--- src/rtl/seg7_pkg.sv ---
// seg7_pkg: shared constants, types and helpers for the 4-digit
// 7-segment scan controller.
//   - SEG_BLANK / SEG_DASH : active-low segment patterns {g,f,e,d,c,b,a}
//   - NDIG, VAL_W, BCD_W   : display geometry and datapath widths
//   - state_t              : conversion FSM states
//   - dd_adjust()          : one double-dabble correction step (add 3 to
//                            every BCD nibble >= 5)
package seg7_pkg;

  localparam int NDIG  = 4;
  localparam int VAL_W = 14;
  localparam int BCD_W = 4 * NDIG;

  localparam logic [6:0]       SEG_BLANK = 7'b1111111;
  localparam logic [6:0]       SEG_DASH  = 7'b0111111;
  localparam logic [VAL_W-1:0] VAL_MAX   = 14'd9999;

  typedef enum logic [1:0] {
    IDLE   = 2'd0,
    SHIFT  = 2'd1,
    COMMIT = 2'd2
  } state_t;

  // Correction applied before each shift so that a nibble reaching >= 10
  // after the shift carries into the next nibble.
  function automatic logic [BCD_W-1:0] dd_adjust(input logic [BCD_W-1:0] bcd);
    logic [BCD_W-1:0] res;
    logic [3:0]       nib;
    res = bcd;
    for (int i = 0; i < NDIG; i++) begin
      nib = bcd[4*i +: 4];
      if (nib >= 4'd5) res[4*i +: 4] = nib + 4'd3;
    end
    return res;
  endfunction

endpackage

--- src/rtl/seg7_scan_ctrl_decode.sv ---
// seg7_decode: purely combinational BCD digit to active-low 7-segment
// pattern, bit order {g,f,e,d,c,b,a}. Codes 10..15 map to blank.
//   digit : in  4  BCD digit
//   seg   : out 7  active-low segment pattern
module seg7_decode
  import seg7_pkg::*;
(
  input  logic [3:0] digit,
  output logic [6:0] seg
);

  always_comb begin
    seg = SEG_BLANK;
    case (digit)
      4'd0:    seg = 7'b1000000;
      4'd1:    seg = 7'b1111001;
      4'd2:    seg = 7'b0100100;
      4'd3:    seg = 7'b0110000;
      4'd4:    seg = 7'b0011001;
      4'd5:    seg = 7'b0010010;
      4'd6:    seg = 7'b0000010;
      4'd7:    seg = 7'b1111000;
      4'd8:    seg = 7'b0000000;
      4'd9:    seg = 7'b0010000;
      default: seg = SEG_BLANK;
    endcase
  end

endmodule

--- src/rtl/seg7_scan_ctrl.sv ---
// seg7_scan_ctrl: 4-digit common-anode 7-segment driver.
// A 14-bit binary value is handshaked in, converted to BCD by a
// sequential shift-add-3 engine (one bit per clock), committed to the
// displayed digit registers, and scanned out one digit per refresh slot.
//   clk      : in  1   system clock
//   reset    : in  1   asynchronous active-high reset
//   value    : in  14  binary value to display (0..9999 legal)
//   load     : in  1   capture request, honoured only while busy=0
//   blank_lz : in  1   leading-zero blanking enable (live)
//   busy     : out 1   conversion in progress
//   an       : out 4   anode enables, active-low one-hot
//   seg      : out 7   segments {g,f,e,d,c,b,a}, active-low
module seg7_scan_ctrl
  import seg7_pkg::*;
#(
  parameter int REFRESH_DIV = 100000
) (
  input  logic             clk,
  input  logic             reset,
  input  logic [VAL_W-1:0] value,
  input  logic             load,
  input  logic             blank_lz,
  output logic             busy,
  output logic [NDIG-1:0]  an,
  output logic [6:0]       seg
);

  localparam int               CNT_W    = $clog2(REFRESH_DIV);
  localparam logic [CNT_W-1:0] CNT_LAST = CNT_W'(REFRESH_DIV - 1);

  // ---------------------------------------------------------------------
  // Conversion state
  // ---------------------------------------------------------------------
  state_t                    state_q,    state_d;
  logic [VAL_W-1:0]          shreg_q,    shreg_d;
  logic [BCD_W-1:0]          bcd_q,      bcd_d;
  logic [3:0]                bitcnt_q,   bitcnt_d;
  logic                      ovf_pend_q, ovf_pend_d;

  // Displayed state
  logic [NDIG-1:0][3:0]      digits_q,   digits_d;
  logic                      ovf_q,      ovf_d;

  // Scan state
  logic [CNT_W-1:0]          refcnt_q,   refcnt_d;
  logic [1:0]                idx_q,      idx_d;

  always_comb begin
    state_d    = state_q;
    shreg_d    = shreg_q;
    bcd_d      = bcd_q;
    bitcnt_d   = bitcnt_q;
    ovf_pend_d = ovf_pend_q;
    digits_d   = digits_q;
    ovf_d      = ovf_q;
    case (state_q)
      IDLE: begin
        if (load) begin
          shreg_d    = value;
          bcd_d      = '0;
          bitcnt_d   = 4'(VAL_W - 1);
          // Out-of-range values still run the full-length conversion; the
          // flag only selects the dash pattern once committed.
          ovf_pend_d = (value > VAL_MAX);
          state_d    = SHIFT;
        end
      end
      SHIFT: begin
        {bcd_d, shreg_d} = {dd_adjust(bcd_q), shreg_q} << 1;
        if (bitcnt_q == 4'd0) begin
          state_d = COMMIT;
        end else begin
          bitcnt_d = bitcnt_q - 4'd1;
        end
      end
      COMMIT: begin
        digits_d = bcd_q;
        ovf_d    = ovf_pend_q;
        state_d  = IDLE;
      end
      default: state_d = IDLE;
    endcase
  end

  // Free-running slot counter; the FSM never stalls the scan.
  always_comb begin
    refcnt_d = refcnt_q + CNT_W'(1);
    idx_d    = idx_q;
    if (refcnt_q == CNT_LAST) begin
      refcnt_d = '0;
      idx_d    = idx_q + 2'd1;
    end
  end

  always_ff @(posedge clk or posedge reset) begin
    if (reset) begin
      state_q    <= IDLE;
      shreg_q    <= '0;
      bcd_q      <= '0;
      bitcnt_q   <= '0;
      ovf_pend_q <= 1'b0;
      digits_q   <= '0;
      ovf_q      <= 1'b0;
      refcnt_q   <= '0;
      idx_q      <= '0;
    end else begin
      state_q    <= state_d;
      shreg_q    <= shreg_d;
      bcd_q      <= bcd_d;
      bitcnt_q   <= bitcnt_d;
      ovf_pend_q <= ovf_pend_d;
      digits_q   <= digits_d;
      ovf_q      <= ovf_d;
      refcnt_q   <= refcnt_d;
      idx_q      <= idx_d;
    end
  end

  assign busy = (state_q != IDLE);

  // ---------------------------------------------------------------------
  // Display path
  // ---------------------------------------------------------------------
  logic [NDIG-1:0][6:0] dec_seg;

  for (genvar g = 0; g < NDIG; g++) begin : g_dec
    seg7_decode u_dec (
      .digit (digits_q[g]),
      .seg   (dec_seg[g])
    );
  end

  // lz[i] is set when digit i and every more-significant digit are zero,
  // i.e. digit i lies above the most-significant nonzero digit.
  logic [NDIG-1:0] lz;

  always_comb begin
    lz[NDIG-1] = (digits_q[NDIG-1] == 4'd0);
    for (int i = NDIG - 2; i >= 0; i--) begin
      lz[i] = lz[i+1] && (digits_q[i] == 4'd0);
    end
  end

  always_comb begin
    seg = dec_seg[idx_q];
    if (ovf_q) begin
      seg = SEG_DASH;
    end else if (blank_lz && (idx_q != 2'd0) && lz[idx_q]) begin
      seg = SEG_BLANK;
    end
  end

  assign an = ~(NDIG'(1) << idx_q);

endmodule

--- config.mk ---
export PLATFORM = sky130hd
export DESIGN_NAME = seg7_scan_ctrl
export DESIGN_NICKNAME = d
export VERILOG_FILES = /design/src/rtl/seg7_pkg.sv /design/src/rtl/seg7_scan_ctrl_decode.sv /design/src/rtl/seg7_scan_ctrl.sv
export SDC_FILE = /design/constraint.sdc
export NUM_CORES = 1
export LEC_CHECK = 0
export ABC_AREA = 1
export BUFFER_PORTS_ARGS = -buffer_cell sky130_fd_sc_hd__buf_2
export CAP_MARGIN = 20
export CORE_ASPECT_RATIO = 1.4
export CORE_MARGIN = 2
export CORE_UTILIZATION = 55
export CTS_CLUSTER_SIZE = 12
export DETAILED_ROUTE_END_ITERATION = 8
export PLACE_DENSITY = 0.83
export SYNTH_ARGS = -nofsm -noshare
export SYNTH_HDL_FRONTEND = slang
export SYNTH_SLANG_ARGS = --single-unit
--- constraint.sdc ---
create_clock -name clk -period 1.9 [get_ports clk]
set_input_delay 0.19 -clock clk [delete_from_list [all_inputs] [get_ports clk]]
set_output_delay 0.19 -clock clk [all_outputs]
set_load 0.1 [all_outputs]
### After elaboration in Yosys (flattened, before gate mapping)

Memories as Yosys holds them, arrays and structs flattened.
Index checks and enable logic that the tools add are counted.

| word-level totals | value |
|---|---|
| memory bits (read-only) | 448 |
| bits in registers | 73 |
| input bits | 18 |
| output and inout port bits | 12 |
| memories kept | 4 |
| word-level logic and storage cells | 76 |

| operators by class | value |
|---|---|
| eq/ne operators | 6 |
| mux-type cells | 21 |
| magnitude comparators | 6 |
| $add $sub $neg | 7 |
| reduce and logical (&&, ||, !) cells | 18 |
| shift-type cells | 1 |
| bitwise gates (word level) | 1 |

Memory list:

| memory | words | width | rd ports | clocked after Yosys merged registers in | write ports | RTL line | source |
|---|---|---|---|---|---|---|---|
| (no name shown) | 16 | 7 | 1 | 0 | 0 | seg7_scan_ctrl_decode.sv:14 | `case (digit)` |
| (no name shown) | 16 | 7 | 1 | 0 | 0 | seg7_scan_ctrl_decode.sv:14 |  |
| (no name shown) | 16 | 7 | 1 | 0 | 0 | seg7_scan_ctrl_decode.sv:14 |  |
| (no name shown) | 16 | 7 | 1 | 0 | 0 | seg7_scan_ctrl_decode.sv:14 |  |

Operators with widths:

| kind | number |
|---|---|
| $pmux 16 s2 | 1 |
| $pmux 14 s2 | 1 |
| $mux 7 | 3 |
| $logic_not 4->1 | 5 |
| $mux 4 | 5 |
| $add 17x1->17 const B | 1 |
| $eq 17x17->1 const B | 1 |
| $mux 17 | 1 |
| $ge 4x3->1 const B | 4 |
| $mux 16 | 1 |
| $bmux 7 s2 | 1 |
| $gt 14x14->1 const B | 1 |
| $mux 14 | 1 |
| $add 4x2->4 const B | 3 |
| $pmux 4 s2 | 1 |
| $ne 2x2->1 const B | 3 |
| $reduce_and 2->1 | 3 |
| $reduce_bool 2->1 | 3 |
| $logic_and 1x1->1 | 5 |
| $mux 2 | 2 |
| $not 4->4 | 1 |
| $pmux 2 s2 | 1 |
| $shl 1x2->4 const A | 1 |
| $sub 4x1->4 const B | 1 |
| 10 further kinds | 10 |

### Longest topological paths before layout

Gate-level depths: netlist of run 1.

| logic depth | value |
|---|---|
| depth in word-level cells | 9 |
| gate-level depth with buffers | 11 |
| depth with buffers taken out | 11 |

### Cells and area by module

A second synthesis of run 1 with hierarchy kept.

| second synthesis, totals | value |
|---|---|
| cell total of the unflattened synthesis | 641 |
| area total of the unflattened synthesis | 4700.8 um2 |

Modules (own cells, without submodules):

| module | sequential area each (um2) | instances | area each (um2) | cells an instance |
|---|---|---|---|---|
| seg7_scan_ctrl | 1826.8 | 1 | 3950.0 | 501 |
| seg7_decode | 0.0 | 4 | 187.7 | 35 |

### Worst setup path after synthesis of run 1

OpenSTA, ideal clock, no wires.

| timing path | value |
|---|---|
| kind | register to output |
| from | reg idx_q[1] |
| to | out seg[0] |
| arrival time | 2635 ps |
| stages on the path, launching flop included | 9 |
| required time | 1710 ps |
| buffers on the path | 1 |
| path slack | -925 ps |
| cells stage by stage | dfrtp_1 inv_1 clkbuf_1 ha_1 inv_1 nand4_1 nor2_1 a21oi_2 nand3b_1 |

| on the way | value |
|---|---|
| longest elaborated chain between the ends | 5 |
| elaborated cells on any way between the ends | 9 |
| classes of those cells | 6 x mux; 3 x reduce/logical |

RTL lines:

| item | RTL line | source |
|---|---|---|
| start: declaration | seg7_scan_ctrl.sv:46 | `logic [1:0] idx_q, idx_d;` |
| start signal: assignment | seg7_scan_ctrl.sv:115 | `idx_q <= idx_d;` |
| $bmux 1 s2 or $reduce_bool 2->1 (tied branches) | seg7_scan_ctrl.sv:148 | `end else if (blank_lz && (idx_q != 2'd0) && lz[idx_q]) begin` |
| $mux 1 (implied by the code) or $logic_and 1x1->1 (tied branches) | seg7_scan_ctrl.sv:148 |  |
| $logic_and 1x1->1 | seg7_scan_ctrl.sv:148 |  |
| $mux 7 * | seg7_scan_ctrl.sv:148 |  |
| $mux 7 * | seg7_scan_ctrl.sv:146 | `if (ovf_q) begin` |
| end: declaration | seg7_scan_ctrl.sv:25 | `output logic [6:0] seg` |

Every way passes the cells marked *; elsewhere a longest branch is shown, timed or not. The select of a mux whose other input is x is not followed.

### Final worst setup path of run 1

| timing path | value |
|---|---|
| from | reg digits_q[5] in the netlist's numbering |
| to | out seg[6] |

| on the way | value |
|---|---|
| longest elaborated chain between the ends | 8 |
| elaborated cells on any way between the ends | 11 |
| classes of those cells | 6 x mux; 4 x reduce/logical; 1 x memory |

RTL lines:

| item | RTL line | source |
|---|---|---|
| start: declaration | seg7_scan_ctrl.sv:41 | `logic [NDIG-1:0][3:0] digits_q, digits_d;` |
| start signal: assignment | seg7_scan_ctrl.sv:112 | `digits_q <= digits_d;` |
| branches (longest 6 deep; another with $mem_v2 16x7) | -- |  |
| $mux 7 * | seg7_scan_ctrl.sv:148 |  |
| $mux 7 * | seg7_scan_ctrl.sv:146 |  |

Every way passes the cells marked *. The select of a mux whose other input is x is not followed.

==> results of run 1 <==
-- metrics by stage --
step	util [%]	worst slack (ns)	std cells	cell area, µm²	power [mW]
floorplan	-	-0.737	588	4530	5.56
global placement	61.0	0.170	715	4910	6.36
detailed placement	61.0	0.0897	715	4910	6.61
CTS	68.0	-0.132	749	5480	8.88
global route	70.2	-0.247	754	5650	9.99
finish	70.2	-0.201	754	5650	9.29
-- synth_stat cells (all sizes together) --
cell type	instances
nor3	8
a31oi	2
a221oi	3
nand2	133
clkbuf	7
nand3b	3
or2	7
nand3	35
nor3b	1
o211ai	16
o21ai	76
o22ai	4
nor4	1
nor2	38
dfrtp	73
a21oi	22
xor2	9
a21o	1
xnor2	2
buf	6
inv	99
o31ai	1
nand4	6
clkinv	1
ha	34
-- flip-flops by register name, indices dropped and copies added, names as in the netlist --
register    count
bcd_q          16
bitcnt_q        4
digits_q       16
idx_q           2
ovf_pend_q      1
ovf_q           1
refcnt_q       17
shreg_q        14
state_q         2
-- per-layer routing --
metal  share of wire [%]  global-route usage [%]  vias to the layer above
met5                   0                       0                        -
met4                 5.0                    15.1                        0
met3                 4.3                    4.40                       58
met2                  52                    43.9                      161
met1                  39                    28.9                     1995
li1                    -                       -                     2021
-- cell type report --
cell class	instances	area [µm²]	share of cell area (%)
inverter	100	389	6.88
sequential	73	1830	32.4
clock buffer	10	239	4.23
multi-input combinational	402	2440	43.1
tap	102	128	2.26
clock inverter	6	105	1.86
timing repair buffer	61	523	9.25
-- cells by family (layout without fill, tap and decap cells) --
family | Yosys count | count (layout)
and+or+nand+nor | 232 | 232
AOI/OAI and AO/OA | 125 | 125
buffers and inverters | 113 | 177
DFF | 73 | 73
adders and majority gates | 34 | 34
xor gates and xnor gates | 11 | 11
-- worst max path at each step --
| stage | slack (ns) | startpoint | endpoint |
|---|---|---|---|
| floorplan | -0.74 | idx_q[1] | seg[0] |
| global placement | 0.17 | digits_q[13] | seg[3] |
| detailed placement | 0.09 | digits_q[1] | seg[5] |
| CTS | -0.13 | digits_q[0] | seg[0] |
| global route | -0.25 | digits_q[4] | seg[6] |
| finish | -0.20 | digits_q[5] | seg[6] |
-- what timing repair did --
| action | 4_1_cts | 5_1_grt |
|---|---|---|
| hold buffers | 1 | 0 |
| hold endpoints to repair | 20 | 0 |
| buffers inserted | 17 | 5 |
| setup endpoints to repair | 8 | 8 |
| pin swaps | 12 | 25 |
| resized for setup | 34 | 45 |
-- critical path: cells and delay by family, from the launching register on --
family        cells  cell delay [ns]
simple gates      6             0.65
fa+ha+maj         1             0.19
buf+inv           3             0.35
flops             1             0.40
-- where the power goes --
| group | internal (mW) | switching, mW | leakage (nW) |
|---|---|---|---|
| clock network | 1.31 | 0.631 | 0.172 |
| registers | 2.10 | 0.484 | 0.887 |
| logic | 1.81 | 2.96 | 1.73 |
==> reports/results.md, run 1 <==
Routing
• routed length per instance: 14.6 µm
• DR DRC count: 0
• Detailed Route Iter0 Violations: 268
• final wirelength: 11.0 mm
• via-per-instance ratio: 5.62
• Routed Antenna Nets: 0
• Via Count: 4,235
• count of TritonRoute iterations in the first routing pass: 5

Timing
• share of the clock period used by the worst path after layout: 111%
• Max Freq: 476 MHz
• transition time at the pin with the least slew margin: 0.520 ns
• headroom to the max-slew limit: 65.3%
• number of failing setup endpoints in the final timing report: 7
• RSZ-0062 raised after global routing: true
• final critical-path required period: 2.10 ns
• pins over their slew limit: 0
• worst clock skew on the final layout: 0.00452 ns
• min setup slack post-route: -0.201 ns
• hold_ws: 0.0822 ns
• final hold viol count: 0
• setup tns final: -1.13 ns

Hold path
• Hold Path Class: in -> reg
• worst hold endpoint: shreg_q[0]
• startpoint of the tightest hold check path: value[0]
• depth of the worst hold-timing path: 3

Worst setup path
• largest stage delay on the critical path: 0.40 ns
• required time at the worst-slack endpoint: 1.71 ns
• Worst R2R Path Depth: 8
• slowest CP cell: dfrtp_1
• maximum fanout along the worst path: 4
• critical path capture point type: output port
• Most common cell on crit path: nand2_2
• Reg-to-Reg Start: refcnt_q[0]
• critical setup path kind: reg -> out
• endpoint of the most critical register-to-register path: refcnt_q[16]
• CP arrival: 1.91 ns
• CP cell instances: inv_2, ha_2, nor3b_2, nand2_2, nand2_2, nand2_1, nand3_2, nand2_2, clkinvlp_4, buf_12
• minimum setup slack among reg-to-reg paths: 0.26 ns
• startpoint type of the worst setup path: flop

Power and ir drop
• Pleak: 2.79 nW
• worst vdd ir: 1.23 mV
• power density normalized to cell area: 1640 nW/µm²

Synthesis
• Syn. warnings: 0
• post-synthesis compound-gate area fraction: 15.5%
• syn_area_per_cell: 7.65 µm²
• distinct cell type count of the synthesized netlist: 34
• cell area after synthesis: 4500 µm²
• largest family of logic cells by synthesized area: simple AND/OR/NAND/NOR gates
• total nets after synthesis: 640
• Area contributors post-synth: dfrtp_1, nand2_1, ha_1
• adder-cell share of the synthesized area: 9.46%
• Synth Area in XOR/XNOR: 2.14%
• mux contribution to synthesized area: 0%
• portion of the post-synthesis area used by sequential elements: 40.6%
• post-synthesis simple-gate area fraction: 22.4%
• post-synthesis instance total: 588
• most area-hungry cell type in the Yosys netlist: dfrtp_1
• number of register bits inferred by synthesis: 73
• Yosys top cell area share: 40.6%

Cells and area
• Nets: 699
• signed area change from the synthesized netlist to the final layout: 25.7%
• fraction of layout cells with a size suffix above 1: 25.2%
• most common cell after layout, fill and taps aside: nand2_1
• number of fill cells in the layout: 591
• antenna diode count: 0
• highest-count cells in the layout ignoring fill and taps: nand2_1, dfrtp_1, inv_1

GRT
• gr usage total: 25.5%
• number of global-route vias before repair: 4,285
• antenna violations before repair: 0
• GRT Residual Overflow: 0
• wire length of the first global-routing pass: 18.1 mm
• pin count of the biggest net entering global routing: 35

Clock tree
• clock latency on the worst-skew pair: 0.33 ns
• clock slew at the register clock pins of the worst setup and hold paths: 0.05 ns
• H-tree depth reported by CTS: 3
• number of buffers added by the clock tree synthesis step: 9
• clk sinks: 73
• CTS tree: done
• number of buffers on the longest clock path: 2
• Clock Tree Root: clkbuf_16

Floorplanning
• Floorplan Core Area: 8050 µm²
• IO Pins: 30
• vertical die dimension: 111 µm
• initial core utilization: 55.9%
• die area: 8930 µm²
• die width: 80.4 µm
• floorplan row count: 39

Status
• run status: finished with violations
• failing checks: negative setup slack

Place
• weighted congestion reported at the end of routability-driven placement: 0.881
• number of port buffers: 29
• detailed-placement wirelength estimate: 7.04 mm

Job
• Max Cap Viol: 0

(Power assumes the default switching activity.)
==> inputs of run 2 (changes only) <==
--- a/config.mk
+++ b/config.mk
@@ -5,15 +5,16 @@
 export SDC_FILE = /design/constraint.sdc
 export NUM_CORES = 1
 export LEC_CHECK = 0
-export ABC_AREA = 1
+export ABC_AREA = 0
 export BUFFER_PORTS_ARGS = -buffer_cell sky130_fd_sc_hd__buf_2
 export CAP_MARGIN = 20
 export CORE_ASPECT_RATIO = 1.4
 export CORE_MARGIN = 2
-export CORE_UTILIZATION = 55
+export CORE_UTILIZATION = 57
+export CTS_BUF_LIST = sky130_fd_sc_hd__clkbuf_8
 export CTS_CLUSTER_SIZE = 12
 export DETAILED_ROUTE_END_ITERATION = 8
-export PLACE_DENSITY = 0.83
+export PLACE_DENSITY = 0.86
 export SYNTH_ARGS = -nofsm -noshare
 export SYNTH_HDL_FRONTEND = slang
 export SYNTH_SLANG_ARGS = --single-unit
==> reports/results.md, run 2 <==
Worst setup path
• critical path capture point type: output port
• category of cells accounting for the largest share of critical-path delay: simple AND/OR/NAND/NOR gates
• maximum fanout along the worst path: 3, -1
• critical setup path kind: reg -> out
• startpoint type of the worst setup path: flop
• WP buf/inv: 3, unchanged
• CP cell instances: inv_2, ha_4, a311oi_4, nor4_4, buf_4, a211oi_2, nor2_2, buf_12
• largest stage delay on the critical path: 0.41 ns, about the same
• slowest CP cell: dfrtp_1
• required time at the worst-slack endpoint: 1.71 ns, about the same
• source of the critical timing path: digits_q[0]
• Reg-to-Reg Start: bitcnt_q[0]
• CP arrival: 2.05 ns, +0.14 ns

Timing
• worst clock skew on the final layout: 0.00778 ns, +0.00326 ns
• final critical-path required period: 2.24 ns, +0.138 ns
• final hold viol count: 0, unchanged
• hold_ws: 0.0573 ns, -0.0249 ns
• transition time at the pin with the least slew margin: 0.486 ns, -0.0339 ns
• number of failing setup endpoints in the final timing report: 7, unchanged
• pins over their slew limit: 0, unchanged
• headroom to the max-slew limit: 67.8%, +2.6 points
• RSZ-0062 raised after global routing: true
• min setup slack post-route: -0.340 ns, -0.138 ns
• share of the clock period used by the worst path after layout: 118%, +7.3 points
• Max Freq: 446 MHz, -6.2%

GRT
• number of global-route vias before repair: 3,649, -15%
• pin count of the biggest net entering global routing: 74, +110%
• antenna violations before repair: 0, unchanged
• GRT Residual Overflow: 0, unchanged
• wire length of the first global-routing pass: 16.4 mm, -9.2%
• gr usage total: 24.1%, -1.5 points

Cells and area
• register ranked first by flip-flop count: refcnt_q
• number of fill cells in the layout: 554, -6.3%
• antenna diode count: 0, unchanged
• highest-count cells in the layout ignoring fill and taps: dfrtp_1, nand2_1, nor2_1
• fraction of layout cells with a size suffix above 1: 27.0%, +1.8 points
• Reg area: 1840 µm², +0.14%
• flip-flop count of the largest register, all copies and words added: 17, unchanged
• Nets: 603, -14%
• largest registers ranked by flip-flop count: refcnt_q: 17 flops, bcd_q: 16 flops, digits_q: 16 flops
• most common cell after layout, fill and taps aside: dfrtp_1
• area taken by multi-input logic gates: 2560 µm², +5.0%
• signed area change from the synthesized netlist to the final layout: 23.4%
• post-route core utilization: 71.9%, +1.7 points

Clock tree
• number of buffers added by the clock tree synthesis step: 9, unchanged
• CTS tree: done
• H-tree depth reported by CTS: 3, unchanged
• clk sinks: 73, unchanged
• Clock Tree Root: clkbuf_8
• number of buffers on the longest clock path: 2, unchanged
• clock latency on the worst-skew pair: 0.35 ns, +0.02 ns
• clock slew at the register clock pins of the worst setup and hold paths: 0.07 ns, +0.02 ns

Routing
• routed length per instance: 15.4 µm, +5.8%
• Detailed Route Iter0 Violations: 189, -29%
• DR DRC count: 0, unchanged
• final wirelength: 10.1 mm, -8.0%
• via-per-instance ratio: 5.82, +3.6%
• Routed Antenna Nets: 0, unchanged
• count of TritonRoute iterations in the first routing pass: 4, -1
• Via Count: 3,816, -9.9%

Floorplanning
• IO Pins: 30, unchanged
• die area: 8610 µm², -3.5%
• Floorplan Core Area: 7700 µm², -4.3%
• die width: 79.0 µm, -1.8%
• floorplan row count: 38, -2.6%
• vertical die dimension: 109 µm, -1.8%
• initial core utilization: 58.3%, +2.4 points

Synthesis
• most repeated cell in the gate-level netlist after synthesis: dfrtp_1
• cell area after synthesis: 4490 µm², -0.17%
• proportion of register bits with asynchronous set or reset after synthesis: 100%, unchanged
• post-synthesis instance total: 497, -15%
• Yosys top cell area share: 40.7%, +0.068 points
• total nets after synthesis: 549, -14%
• count of flip-flops with a built-in enable after synthesis: 0, unchanged
• Top FF cell, synth: dfrtp_1
• most area-hungry cell type in the Yosys netlist: dfrtp_1
• Area contributors post-synth: dfrtp_1, ha_1, nand2_1
• Syn. warnings: 0, unchanged
• syn_area_per_cell: 9.03 µm², +18%
• top cell types by occurrence after synthesis: dfrtp_1, nand2_1, nor2_1, ha_1, a21oi_1
• portion of the post-synthesis area used by sequential elements: 40.7%, +0.068 points
• distinct cell type count of the synthesized netlist: 64, +88%
• number of register bits inferred by synthesis: 73, unchanged

Status
• run status: finished with violations
• failing checks: negative setup slack

Power and ir drop
• worst vdd ir: 1.17 mV, -5.1%
• power density normalized to cell area: 1660 nW/µm², +1.1%
• Pleak: 2.45 nW, -12%

Place
• weighted congestion reported at the end of routability-driven placement: 0.943, +7.1%
• number of port buffers: 29, unchanged
• detailed-placement wirelength estimate: 6.83 mm, -3.0%

Hold path
• startpoint of the tightest hold check path: value[0]
• Hold Path Class: in -> reg

Job
• Max Cap Viol: 0, unchanged

## run 2: cell types whose count changed in the layout (fill, tap and decap cells not counted), sizes merged, moves of 7 or more
cell / change
inv: -65
o21ai: -42
nand3: -15
xnor2: +12
nor2: +12
a31oi: +17
o211ai: -10
buf: +7
mux2: +10
nand2b: +15
a21oi: +8
nand2: -72
## run 2: cell families after synthesis
logic type	after synthesis	synth area share [%]
compound gates	120	16.8
xor+xnor	21	4.10
fa+ha+maj	34	9.48
buf+inv	59	6.49
flops	73	40.7
mux	10	2.59
simple gates	180	19.9
## run 2: stage by stage
stage | instances | instance area, µm² | TNS, ns | power [mW] | setup slack [ns]
after floorplan | 497 | 4550 | -4.26 | 5.95 | -0.757
after global placement | 632 | 5050 | 0 | 6.98 | 0.0683
after detailed placement | 632 | 5050 | 0 | 7.21 | 0.0229
after CTS | 651 | 5390 | -1.84 | 8.84 | -0.306
after global routing | 656 | 5540 | -2.67 | 9.83 | -0.446
final | 656 | 5540 | -2.02 | 9.20 | -0.340
## run 2: path summary, 6_finish.rpt
path                          endpoint  slack (ns)  cells past startpoint
max                             seg[6]       -0.34                      8
min                         shreg_q[0]        0.06                      3
max reg2reg                bitcnt_q[1]        0.21                      6
min reg2reg                   bcd_q[0]        0.49                      2
max in group asynchronous     idx_q[0]        1.08                      4
min in group asynchronous  digits_q[9]        0.45                      4
## run 2: timing repair
action,4_1_cts,5_1_grt
pin swaps,12,10
endpoints found under the hold margin,73,0
setup endpoints to repair,8,7
hold buffers,1,0
resized for setup,20,26
buffers inserted,2,5
## run 2: per-layer routing
metal / GRT usage, % / vias to the layer above / part of all wire, %
li1: - / 1826 / -
met1: 28.7 / 1837 / 41
met2: 42.1 / 116 / 51
met3: 4.47 / 37 / 3.9
met4: 10.7 / 0 / 4.1
met5: 0 / - / 0
## run 2: where the power goes
group	total [mW]	switching [mW]	internal (mW)
clock network	1.47	0.565	0.901
registers	2.64	0.549	2.09
logic	5.10	2.97	2.12
## run 2: area by class of cell
class / instances / area share [%]
clock inverters: 6 / 1.92
clock buffers: 10 / 2.49
inverters: 33 / 2.51
flip-flops and latches: 73 / 33.1
multi-input cells: 365 / 46.2
well taps: 100 / 2.26
repair buffers: 69 / 11.5
## run 2: worst min-delay path: stages
cell     delay (ns)
buf_2          0.07
nand2_1        0.04
o21ai_1        0.07
